[src/rtl/alu_op_sequencer.sv]
// Issue-and-capture controller for the ALU function-unit enable interface.
// It issues one request, holds one unit enable for a settle window, then captures and presents the result.
module alu_op_sequencer #(
    parameter int WIDTH         = 4,
    parameter int NUM_OPS       = 8,
    parameter int SETTLE_CYCLES = 1
) (
    input  logic               clk,
    input  logic               rst_n,
    input  logic               req_valid,
    output logic               req_ready,
    input  logic [2:0]         req_op,
    input  logic [WIDTH-1:0]   req_a,
    input  logic [WIDTH-1:0]   req_b,
    output logic [WIDTH-1:0]   unit_a,
    output logic [WIDTH-1:0]   unit_b,
    output logic [NUM_OPS-1:0] en_vec,
    input  logic [WIDTH-1:0]   unit_y,
    output logic               res_valid,
    input  logic               res_ready,
    output logic [WIDTH-1:0]   res_y,
    output logic               res_zero,
    output logic               res_err,
    output logic [7:0]         ops_done
);

    // state | meaning
    // IDLE  | ready for a request, no enable asserted
    // DRIVE | one unit enabled, settle counter running down to 0
    // HOLD  | result presented, waiting for res_ready
    typedef enum logic [1:0] {IDLE, DRIVE, HOLD} state_t;

    localparam int CW = (SETTLE_CYCLES > 1) ? $clog2(SETTLE_CYCLES) : 1;

    state_t             state, state_nxt;
    logic [2:0]         op_q;
    logic [CW-1:0]      cnt;
    logic               accept, finish, done_hs;
    logic               req_legal, op_legal_q;
    logic [NUM_OPS-1:0] req_onehot;
    logic [WIDTH-1:0]   y_capt;

    assign req_ready  = (state == IDLE);
    assign req_legal  = (32'(req_op) < NUM_OPS);
    assign op_legal_q = (32'(op_q) < NUM_OPS);
    assign req_onehot = req_legal ? (NUM_OPS'(1) << req_op) : '0;
    // An illegal opcode never enabled a unit, but the result is still forced to zero.
    assign y_capt     = op_legal_q ? unit_y : '0;

    always_ff @(posedge clk or negedge rst_n) begin
        if (!rst_n) state <= IDLE;
        else        state <= state_nxt;
    end

    always_comb begin
        state_nxt = state;
        accept    = 1'b0;
        finish    = 1'b0;
        done_hs   = 1'b0;
        case (state)
            IDLE: begin
                if (req_valid) begin
                    accept    = 1'b1;
                    state_nxt = DRIVE;
                end
            end
            DRIVE: begin
                if (cnt == '0) begin
                    finish    = 1'b1;
                    state_nxt = HOLD;
                end
            end
            HOLD: begin
                if (res_ready) begin
                    done_hs   = 1'b1;
                    state_nxt = IDLE;
                end
            end
            default: state_nxt = IDLE;
        endcase
    end

    always_ff @(posedge clk or negedge rst_n) begin
        if (!rst_n) begin
            unit_a    <= '0;
            unit_b    <= '0;
            op_q      <= '0;
            cnt       <= '0;
            en_vec    <= '0;
            res_y     <= '0;
            res_zero  <= 1'b0;
            res_err   <= 1'b0;
            res_valid <= 1'b0;
            ops_done  <= '0;
        end else begin
            if (accept) begin
                unit_a <= req_a;
                unit_b <= req_b;
                op_q   <= req_op;
                cnt    <= CW'(SETTLE_CYCLES - 1);
                en_vec <= req_onehot;
            end else if (state == DRIVE && cnt != '0) begin
                cnt <= cnt - CW'(1);
            end
            if (finish) begin
                res_y     <= y_capt;
                res_zero  <= (y_capt == '0);
                res_err   <= ~op_legal_q;
                res_valid <= 1'b1;
                en_vec    <= '0;
            end
            if (done_hs) begin
                res_valid <= 1'b0;
                ops_done  <= ops_done + 8'd1;
            end
        end
    end

endmodule

[config.mk]
export PLATFORM = sky130hd
export DESIGN_NAME = alu_op_sequencer
export DESIGN_NICKNAME = d
export VERILOG_FILES = /design/src/rtl/alu_op_sequencer.sv
export SDC_FILE = /design/constraint.sdc
export NUM_CORES = 1
export LEC_CHECK = 0
export CAP_MARGIN = 25
export CORE_MARGIN = 1
export CORE_UTILIZATION = 43
export DETAILED_ROUTE_END_ITERATION = 8
export GPL_TIMING_DRIVEN = 0
export PLACE_DENSITY = 0.88
export RECOVER_POWER = 25
export SETUP_SLACK_MARGIN = 0.02
export SLEW_MARGIN = 20
export SYNTH_ARGS = -nofsm -noshare
export SYNTH_HDL_FRONTEND = slang
export SYNTH_SLANG_ARGS = --single-unit
[constraint.sdc]
create_clock -name clk -period 2.29 [get_ports clk]
set_input_delay 0.229 -clock clk [delete_from_list [all_inputs] [get_ports clk]]
set_output_delay 0.229 -clock clk [all_outputs]
set_load 0.01 [all_outputs]
== Yosys cells after proc, flatten, opt, wreduce, memory -nomap -nowiden ==
Cells that the tools add are included.
Cells by class
  $add $sub $neg: 2
  $mul: 0
  div/mod/pow operators: 0
  $lt $le $gt $ge: 0
  equal/unequal tests: 5
  shifts and indexed selects: 1
  muxes and demuxes: 16
  bitwise operators: 0
  reduce and logical (&&, ||, !) cells: 7
Operator list (number)
  $mux W8: 2
  $mux W1: 10
  $add A8 B1 Y8 const B: 1
  $shl A1 B3 Y8 const A: 1
  $mux W2: 3
  $ne A2 B2 Y1 const B: 3
  $pmux W2 S3: 1
  $reduce_bool A2 Y1: 3
  $logic_not A4 Y1: 1
  $reduce_and A3 Y1: 1
  $eq A2 B1 Y1 const B: 1
  $eq A2 B2 Y1 const B: 1
  $logic_not A2 Y1: 1
  $logic_and A1 B1 Y1: 1
  $sub A1 B1 Y1 const B: 1
Word-level totals
  register bits: 33
  bits in latches: 0
  RAM bits: 0
  memory bits (read-only): 0
  input bits: 19
  output and inout bits: 32
  word-level logic and storage cells: 40
  memories kept: 0

== Logic depth before layout (Yosys ltp) ==
  word-level depth: 4
  depth in mapped cells: 6
  gate-level depth less buffers: 4

== Least setup slack after synthesis ==
OpenSTA, ideal clock, no wires.
  path kind: reg-to-reg
  from: register state[0]
  to: register en_vec[2]
  setup time: 0.078 ns
  arrival time: 1.606 ns
  data required time: 2.212 ns
  slack: 0.606 ns
  cell stages (with the launch flop): 6
  path buffers: 2
  period minus slack after synthesis: 1.684 ns
  path through: dfrtp_1 buf_6 or3b_1 buf_2 or4b_1 a21oi_1
Between the ends
  word-level cells in the longest chain between the ends: 3
  elaborated cells between the ends (all ways): 6
  classes of those cells: eq/ne (1); mux (3); reduce/logical (2)
RTL lines
  from (decl): RTL line 35  | state_t state, state_nxt;
  from (signal assigned): RTL line 52  | else state <= state_nxt;
  $eq A2 B1 Y1 / $logic_not A2 Y1 (equally long branches): RTL line 60  | case (state)
  $mux W1: RTL line 60
  $mux W8 / $reduce_bool A2 Y1 (equally long branches)
  to (signal assigned): RTL line 101  | en_vec <= req_onehot;
  to (decl): RTL line 17  | output logic [NUM_OPS-1:0] en_vec,
Parallel ways exist; a longest one is shown, timed or not.
A chain may end at the register's enable or synchronous reset.

== Worst setup path in the final report ==
  from: register state[0]
  to: register en_vec[1]
The elaborated chain is that of the path after synthesis.

==> flow_summary_export.csv <==
group,metric,value,unit
drt,routed_wl,3100,um
grt,grt_pass1_vias,1116,
layout,instances_no_fill,227,
yosys,async_flop_share,100,%
pwr,p_sw_share,34.0,%
layout,drive_above_1_share,9.84,%
timing,slew_headroom,52.7,%
yosys,yosys_warnings,0,
outcome,outcome,"complete, no violations",
drt,drtPass1Iterations,4,
placement,io_buffers,49,
timing,rsz0062_at_grt,"no",
grt,grt_overflow_total,0,
setup_path,path_buf_inv,2,
clock_network,cts_buffer_depth,2,
clock_network,clock_latency,0.31,ns
yosys,netlist_top_cells_count,"33 x dfrtp_1, 33 x nand2_1, 8 x a21oi_1",
setup_path,crit_chain,"clkbuf_1 > nor3b_1 > clkbuf_1 > nand3_1 > a21oi_1",
floorplan,start_util,45.5,%
pwr,p_int,1390,uW
setup_path,slowest_stage,"nor3b_1",
grt,grt_max_degree,34,
floorplan,die-width,58.8,um
drt,routedWlPerCell,13.7,um
timing,finClkSkew,0.00688,ns
hold_path,hold_path_class,"in2reg",
clock_network,cts.sinks,33,
yosys,syn_inst,127,
floorplan,die_h,58.8,um
yosys,ys_types,29,
setup_path,critPathKind,"reg2reg",
yosys,synth_area_leader_cell,"dfrtp_1",
layout,finalInstanceArea,0.00197,mm^2
floorplan,io_pins,51,
pwr,clock_power_share,13.3,%
pwr,p_switching,713,uW
pwr,comb_power_share,43.9,%
setup_path,slowest_delay,0.57,ns
yosys,avgSynthCellArea,10.9,um^2
pwr,ir_drop,0.000414,V
drt,antenna_left,0,
timing,hold_viol,0,
timing,fin_crit_sh,84.4,%
placement,finalWeightedCongestion,0.840,
setup_path,crit_top_cell,"clkbuf_1",
setup_path,worstPathArrival,2.17,ns
clock_network,clkSlewWorstSetupHoldPaths,0.10,ns
setup_path,cp.required,2.53,ns
grt,grt_pass1_wl,5090,um
layout,n_antenna_cell,0,
yosys,ys_seq_area_share,59.5,%
pwr,power.share.sequential,42.7,%
timing,max_clock_freq,517,MHz
layout,area_growth,42.2,%
grt,grt.total_usage,19.9,%
yosys,synthTopCellsByArea,"dfrtp_1 60%, nand2_1 8.9%, mux2_2 4.9%",
yosys,synth_flop_cell,"dfrtp_1",
floorplan,rows,20,
clock_network,h-tree-depth,2,
layout,final_util,64.6,%
clock_network,cts_made_buffers,5,
layout,fillerInstances,246,
timing,slew_violations,0,
floorplan,core_area,0.00305,mm^2
run,drv_cap,0,
setup_path,crit_family,"simple AND/OR/NAND/NOR gates",
layout,num-nets-final,204,
placement,placedCellCount,220,
yosys,synthesis.nets,147,
drt,drc,0,
yosys,yosysTopAreaCellShare,59.5,%
drt,drt_iter0_drc,50,
placement,post-dp-hpwl,2350,um
yosys,synth-edff-count,0,
clock_network,cts_tree,"built",
yosys,ys_ff_latch,33,
timing,finalCriticalPeriod,1.93,ns
drt,via_per_inst,5.00,
pwr,leakagePower,0.000885,uW
setup_path,startpoint_type,"register",
grt,antenna_found_initial,0,
floorplan,dieArea,0.00346,mm^2
clock_network,cts_root_buf,"clkbuf_4",
timing,tightest_slew,0.710,ns
setup_path,critPathCaptureType,"register",
drt,num_vias,1135,
setup_path,critPathMaxFanout,10,
placement,placed_area,0.00193,mm^2
timing,fin_setup_tns,0,ns
pwr,power_density,1060,mW/mm^2
timing,setup_viol,0,
yosys,synthesis.area,0.00139,mm^2
power by group through the flow:
stage | logic [uW] | registers (uW) | clock network [uW]
6_report | 923 | 897 | 280
2_1_floorplan | 338 | 981 | 0
3_3_place_gp | 894 | 896 | 0
5_1_grt | 998 | 926 | 323
3_5_place_dp | 935 | 911 | 0
4_1_cts | 938 | 900 | 289
final timing paths:
kind / from / to / slack (ns) / cells after the start
max in group asynchronous: rst_n / en_vec[4] / 1.33 / 2
worst min register to register: ops_done[7] / ops_done[7] / 0.47 / 1
worst max-delay path: state[0] / en_vec[1] / 0.36 / 5
min in group asynchronous: rst_n / ops_done[0] / 0.50 / 2
worst min-delay path: req_b[1] / unit_b[1] / 0.45 / 3
worst max register to register: state[0] / en_vec[1] / 0.36 / 5
layer usage:
metal,track usage [%],wire length [um]
met3,3.74,105
met5,0,0
met4,8.84,39
met2,35.1,1650
met1,23.6,1310
stage by stage:
step                total power [uW]  hold slack (ns)  setup WS (ns)
floorplan                       1320          -0.0666          0.606
global placement                1790            0.457          0.291
detailed placement              1850            0.327          0.231
global route                    2250            0.431          0.213
finish                          2100            0.446          0.357
CTS                             2130            0.432          0.431
cell usage in the layout, fill, tap and decap left out:
master and instances:
nor3b_1 2, or2_2 1, and4b_1 1, nand4b_1 3, o21a_1 1, clkdlybuf4s50_1 48, conb_1 1, nand3b_1 2
ha_1 1, nor2_1 5, nor3b_2 1, a21o_1 1, dfrtp_1 33, a21oi_1 8, nand3_1 4, buf_2 3
clkinv_2 1, buf_4 1, or3b_1 1, mux2_2 6, mux2i_1 1, nor3_1 2, nand2_1 33, dlygate4sd3_1 1
or4b_1 2, clkbuf_1 4, and3_1 1, clkbuf_4 5, nor4_1 1, nand4_1 2, xor2_1 4, xnor2_1 3
worst min-delay path, cell delays in order:
cell and delay [ns]:
clkdlybuf4s50_1 0.39, nand2_1 0.05, nand2_1 0.05
cell type report:
class / instances / area [um^2] / share of cell area [%]
Buffer: 7 / 32.5 / 1.65
Sequential cell: 33 / 826 / 41.9
Multi-Input combinational cell: 87 / 522 / 26.4
Clock buffer: 5 / 37.5 / 1.90
Tap cell: 44 / 55.1 / 2.79
Timing Repair Buffer: 50 / 495 / 25.1
Clock inverter: 1 / 5.00 / 0.254
logic make-up after synthesis:
family                   share of synthesized area (%)
AND/OR/NAND/NOR                                   22.5
XOR/XNOR                                          4.42
buffers and inverters                             2.89
other                                            0.270
AO/OA/AOI/OAI                                     3.97
multiplexers                                      5.59
adder cells (fa/ha/maj)                          0.902
flip-flops                                        59.5
flip-flops by register name, summed over array words and instances, names as in the netlist:
signal and cells:
state 2, en_vec 8, ops_done 8, unit_b 4, cnt 1, res_zero 1, unit_a 4, res_y 4
res_valid 1
timing repair:
action,4_1_cts,5_1_grt
gates resized for setup,0,0
setup buffers,0,0
hold endpoints to repair,33,0
hold buffers,1,0
Note: power is estimated with default switching activity, not from simulation.
